===== src/rtl/inst_loader.sv =====
// inst_loader: packs a boot byte stream (most significant byte first) into 32-bit
// instruction words and writes them from address 0 until END_MARKER arrives.
// Define INST_LOADER_CHECKSUM_EN to require a trailing modulo-256 checksum byte.
module inst_loader #(
    parameter int          ADDR_WIDTH = 14,
    parameter logic [31:0] END_MARKER = 32'hFFFF_FFFF
) (
    input  logic                  clk,
    input  logic                  rst_n,
    input  logic                  start,
    input  logic                  in_valid,
    input  logic [7:0]            in_data,
    output logic                  in_ready,
    output logic                  imem_we,
    output logic [ADDR_WIDTH-1:0] imem_addr,
    output logic [31:0]           imem_wdata,
    output logic                  busy,
    output logic                  done,
    output logic [ADDR_WIDTH:0]   word_count,
    output logic                  overflow,
    output logic                  cksum_err
);

`ifdef INST_LOADER_CHECKSUM_EN
    typedef enum logic [2:0] {IDLE, RECV, WRITE, CHECK, DONE} state_t;
`else
    typedef enum logic [2:0] {IDLE, RECV, WRITE, DONE} state_t;
`endif

    // Full memory: the counter reaches 2**ADDR_WIDTH while the address has wrapped to 0.
    localparam logic [ADDR_WIDTH:0] MAX_WORDS = {1'b1, {ADDR_WIDTH{1'b0}}};

    state_t      state;
    state_t      state_next;
    logic [1:0]  byte_idx;
    logic [31:0] word;
    logic [31:0] word_next;
    logic        accept;
    logic        last_byte;
    logic        restart;

`ifdef INST_LOADER_CHECKSUM_EN
    logic [7:0]  sum;
    logic        cksum_q;
    assign cksum_err = cksum_q;
`else
    assign cksum_err = 1'b0;
`endif

    // Shifting left by a byte places the first byte of a word in [31:24].
    assign word_next  = {word[23:0], in_data};
    assign last_byte  = (state == RECV) && accept && (byte_idx == 2'd3);
    assign restart    = start && ((state == IDLE) || (state == DONE));
    assign imem_wdata = word;

    always_comb begin
        state_next = state;
        in_ready   = 1'b0;
        imem_we    = 1'b0;
        busy       = 1'b0;
        done       = 1'b0;
        case (state)
            IDLE: begin
                if (start) state_next = RECV;
            end
            RECV: begin
                in_ready = 1'b1;
                busy     = 1'b1;
            end
            WRITE: begin
                imem_we    = 1'b1;
                busy       = 1'b1;
                state_next = RECV;
            end
`ifdef INST_LOADER_CHECKSUM_EN
            CHECK: begin
                in_ready = 1'b1;
                busy     = 1'b1;
            end
`endif
            DONE: begin
                done = 1'b1;
                if (start) state_next = RECV;
            end
            default: state_next = IDLE;
        endcase

        accept = in_valid && in_ready;

        if ((state == RECV) && accept && (byte_idx == 2'd3)) begin
            if (word_next == END_MARKER) begin
`ifdef INST_LOADER_CHECKSUM_EN
                state_next = CHECK;
`else
                state_next = DONE;
`endif
            end else if (word_count == MAX_WORDS) begin
                state_next = DONE;
            end else begin
                state_next = WRITE;
            end
        end
`ifdef INST_LOADER_CHECKSUM_EN
        if ((state == CHECK) && accept) state_next = DONE;
`endif
    end

    always_ff @(posedge clk or negedge rst_n) begin
        if (!rst_n) begin
            state      <= IDLE;
            byte_idx   <= '0;
            word       <= '0;
            imem_addr  <= '0;
            word_count <= '0;
            overflow   <= 1'b0;
`ifdef INST_LOADER_CHECKSUM_EN
            sum        <= '0;
            cksum_q    <= 1'b0;
`endif
        end else begin
            state <= state_next;

            if (restart) begin
                byte_idx   <= '0;
                imem_addr  <= '0;
                word_count <= '0;
                overflow   <= 1'b0;
`ifdef INST_LOADER_CHECKSUM_EN
                sum        <= '0;
                cksum_q    <= 1'b0;
`endif
            end

            if ((state == RECV) && accept) begin
                byte_idx <= byte_idx + 2'd1;
                word     <= word_next;
`ifdef INST_LOADER_CHECKSUM_EN
                sum      <= sum + in_data;
`endif
            end

            if (last_byte && (word_next != END_MARKER) && (word_count == MAX_WORDS))
                overflow <= 1'b1;

            if (state == WRITE) begin
                imem_addr  <= imem_addr + ADDR_WIDTH'(1);
                word_count <= word_count + (ADDR_WIDTH + 1)'(1);
            end

`ifdef INST_LOADER_CHECKSUM_EN
            // The checksum byte itself is compared, never accumulated.
            if ((state == CHECK) && accept)
                cksum_q <= (in_data != sum);
`endif
        end
    end

endmodule


===== config.mk =====
export PLATFORM = sky130hd
export DESIGN_NAME = inst_loader
export DESIGN_NICKNAME = d
export VERILOG_FILES = /design/src/rtl/inst_loader.sv
export SDC_FILE = /design/constraint.sdc
export NUM_CORES = 1
export LEC_CHECK = 0
export BUFFER_PORTS_ARGS = -buffer_cell sky130_fd_sc_hd__buf_4
export CORE_MARGIN = 5
export CORE_UTILIZATION = 47
export DETAILED_ROUTE_END_ITERATION = 6
export PLACE_DENSITY = 0.82
export SKIP_LAST_GASP = 1
export SLEW_MARGIN = 20
export SYNTH_ARGS = -nofsm -noshare
export SYNTH_HDL_FRONTEND = slang
export SYNTH_SLANG_ARGS = --single-unit

===== constraint.sdc =====
create_clock -name clk -period 1.6 [get_ports clk]
set_clock_uncertainty 0.1 [all_clocks]
set_input_delay 0.16 -clock clk [delete_from_list [all_inputs] [get_ports clk]]
set_output_delay 0.16 -clock clk [all_outputs]
set_load 0.1 [all_outputs]

Word level (Yosys, flattened, before mapping). Index checks and enable logic that the tools add are counted.

Register bits: 67. Output and inout bits: 67.

Add/sub/neg operators: 3. Equality and inequality tests: 9. Multiplexer cells: 17. Reductions and logical operators: 14.

Operator list (count): $eq A32 B32 Y1 const B (1); $ne A32 B32 Y1 const B (1); $mux W15 (2); $mux W14 (2); $add A15 B1 Y15 const B (1); $eq A15 B15 Y1 const B (1); $add A14 B1 Y14 const B (1); $pmux W3 S3 (1); $mux W1 (8); $eq A3 B2 Y1 const B (2); $logic_and A1 B1 Y1 (6); $mux W3 (2); $reduce_bool A2 Y1 (3); $mux W2 (2); $reduce_or A2 Y1 (2); $eq A3 B1 Y1 const B (1); $logic_not A3 Y1 (1); $ne A3 B1 Y1 const B (1); $add A2 B1 Y2 const B (1); $eq A2 B2 Y1 const B (1); $ne A2 B2 Y1 const B (1); $reduce_and A2 Y1 (1); $logic_or A1 B1 Y1 (1).

Longest topological paths before layout.
Depth in word-level cells: 8. Depth in mapped cells: 8. Mapped depth without buffers: 6.

Least setup slack after synthesis. Ideal clock, no wire load.

Path type: reg-to-reg. Start: register state[0]. End: register imem_addr[13]. Arrival: 2191 ps. Required time: 1332 ps. Slack: -859 ps. Cell stages (with the launch flop): 7. Buffers on the path: 0. Clock period less this slack: 2459 ps. Cell sequence: dfrtp_1 inv_1 ha_1 nand4_1 and2b_1 nand4_1 mux2i_1.

Word-level cells in the longest chain between the ends: 4. Elaborated cells between the ends (all ways): 7.

RTL lines: start: declaration (line 33) `state_t state;`; start signal: assignment (line 121) `state <= state_next;`; $eq A3 B2 Y1 / $logic_not A3 Y1 (equally long branches) (line 53) `assign restart = start && ((state == IDLE) || (state == DONE));`; $logic_or A1 B1 Y1 (line 53); $logic_and A1 B1 Y1 (line 53); $reduce_bool A2 Y1 (no source line); end signal: assignment (line 146) `imem_addr <= imem_addr + ADDR_WIDTH'(1);`; end: declaration (line 15) `output logic [ADDR_WIDTH-1:0] imem_addr,`.

Parallel ways exist; a longest one is shown, timed or not. A chain may end at the register's enable or synchronous reset.

Final worst setup path.
Start: register state[0]. End: register word_count[7].

Word-level cells in the longest chain between the ends: 4. Elaborated cells between the ends (all ways): 7.

RTL lines: $eq A3 B2 Y1 / $logic_not A3 Y1 (equally long branches) (line 53); $logic_or A1 B1 Y1 (line 53); $logic_and A1 B1 Y1 (line 53); $reduce_bool A2 Y1 (no source line); end signal: assignment (line 147) `word_count <= word_count + (ADDR_WIDTH + 1)'(1);`; end: declaration (line 19) `output logic [ADDR_WIDTH:0] word_count,`.

Parallel ways exist; a longest one is shown, timed or not.

==> flow_summary.json <==
{
  "fillers": 349,
  "setup.worst_path.end_class": "register",
  "grt_util_all_layers": 0.221,
  "syn2layout_area_growth_pct": 59.0,
  "setup_tns_ns": -0.848,
  "fmax_mhz": 587,
  "ys_types": 38,
  "hold_ws_ns": 0.146,
  "ant_nets": 0,
  "maxCapViolations": 0,
  "tightest_slew_ns": 0.562,
  "max-slew-margin-rel": 0.625,
  "io_buffers": 77,
  "layout-drive-gt1-share": 0.627,
  "initial_core_util": 0.480,
  "clockBufferDepth": 2,
  "nets": 408,
  "critPathKind": "reg2reg",
  "gp_congestion": 0.809,
  "synth-seq-cells": 66,
  "status": "finished, violations left",
  "antenna_found_initial": 0,
  "hold_depth": 4,
  "seq_area_sq_um": 1790,
  "vias": 2716,
  "hp-class": "in2reg",
  "htreeDepth": 3,
  "final_max_slew_viol_count": 0,
  "layout_common_cells": "93 x buf_4, 32 x mux2_2, 30 x dfrtp_4",
  "routedWlPerCell_um": 19.9,
  "synthesis.area_sq_um": 3050,
  "root_buffer": "clkbuf_8",
  "violations": "negative setup slack",
  "synth_nets": 284,
  "drtPass1Iterations": 4,
  "finalSetupViolCount": 14,
  "drt-vias-per-instance": 5.77,
  "grt_max_degree": 44,
  "clk_pin_slew_ns": 0.08,
  "grt_pass1_vias": 2741,
  "drtIter0Drc": 180,
  "synth_edf_count": 0,
  "reg2reg_depth": 8,
  "overflow": 0,
  "cts.sinks": 66,
  "period_share": 1.06,
  "die_y_um": 90.6,
  "wl_um": 9360,
  "multiInputGateArea_sq_um": 1540,
  "drc": 0,
  "layout_commonest_cell": "buf_4",
  "dieArea_sq_um": 8200,
  "io_pins": 79,
  "async_flop_share": 1.00,
  "synth-main-ff-cell": "dfrtp_1",
  "die_w_um": 90.6,
  "reg2reg_slack_ns": -0.10,
  "min_period_ns": 1.70,
  "cts_tree": "built",
  "dp_hpwl_um": 5710,
  "start_kind": "register",
  "synth-seq-area-share": 0.541,
  "grt_pass1_wl_um": 14500,
  "cp.arrival_ns": 1.86,
  "critPathMaxFanout": 7,
  "hold_viol": 0,
  "final.setup.worst_slack_ns": -0.103,
  "syn_avg_cell_area_sq_um": 11.5,
  "cp.required_ns": 1.76,
  "syn_inst": 265,
  "row_count": 29,
  "coreArea_sq_um": 6350,
  "diodes": 0,
  "cts_buffers": 9,
  "clk_latency_ns": 0.34,
  "grt_setup_unrepaired": "true",
  "yosysWarnings": 0
}
==> per-layer routing <==
layer | global-route usage | vias to the layer above | share of wire
met5 | 0 | - | 0
met4 | 0.109 | 0 | 0.028
met3 | 0.0475 | 24 | 0.058
li1 | - | 1237 | -
met2 | 0.365 | 100 | 0.52
met1 | 0.273 | 1355 | 0.39
==> cells in the mapped netlist, drive strengths merged, types with 5 or more instances <==
cell type	instances	share of area
o31ai	5	0.012
nand4	20	0.043
o211ai	5	0.012
mux2i	7	0.023
mux2	32	0.12
o21ai	21	0.034
inv	10	0.012
buf	8	0.017
ha	7	0.029
nand3	9	0.015
dfrtp	66	0.54
a21oi	5	0.0094
nand2	31	0.038
==> what timing repair did <==
| action | CTS | global route |
|---|---|---|
| pin swaps | 5 | 17 |
| setup buffers | 7 | 7 |
| resized for setup | 22 | 28 |
| gates cloned | 0 | 2 |
| hold buffers | 10 | 0 |
| endpoints found under the hold margin | 51 | 0 |
| setup endpoints to repair | 21 | 63 |
==> worst max-delay path: stages, from the launching register on <==
cell and delay, ns:
dfrtp_2 0.42, inv_2 0.08, ha_4 0.21, buf_6 0.13
a21o_4 0.25, buf_12 0.14, nand2_8 0.08, nand2_1 0.06
mux2i_1 0.14
==> cell type report <==
cell class,count,share of cell area
Clock buffer,10,0.0284
Inverter,10,0.00929
Tap cell,77,0.0199
Sequential cell,66,0.369
Clock inverter,6,0.0284
Timing Repair Buffer,121,0.227
Multi-Input combinational cell,181,0.317
==> flip-flops by register name, summed over array words and instances, names as in the netlist <==
register    count
imem_wdata     32
word_count     15
imem_addr      14
byte_idx        2
state           2
overflow        1
==> stage by stage <==
| stage | util | instances | setup WS [ns] | area [sq um] |
|---|---|---|---|---|
| final | 0.764 | 471 | -0.103 | 4850 |
| after CTS | 0.730 | 462 | -0.0551 | 4630 |
| after floorplan | - | 265 | -0.287 | 3330 |
| after global routing | 0.764 | 471 | -0.165 | 4850 |
| after global placement | 0.647 | 429 | 0.0189 | 4110 |
| after detailed placement | 0.647 | 429 | -0.0707 | 4110 |
==> worst paths after layout <==
kind                          startpoint       endpoint
max                             state[0]  word_count[7]
min                                start    byte_idx[1]
max reg2reg                     state[0]  word_count[7]
min reg2reg                imem_addr[13]  imem_addr[13]
max in group asynchronous          rst_n  word_count[7]
min in group asynchronous          rst_n  imem_wdata[0]
==> kinds of logic after synthesis <==
kind of cell	Yosys count	synth area share
simple gates	83	0.150
flops	66	0.541
compound gates	50	0.107
mux	39	0.141
buf+inv	19	0.0303
fa+ha+maj	7	0.0287
other cells	1	0.00123
Power is not shown: default switching activity piles up to over one toggle a cycle in this logic, so the estimate is an artifact.
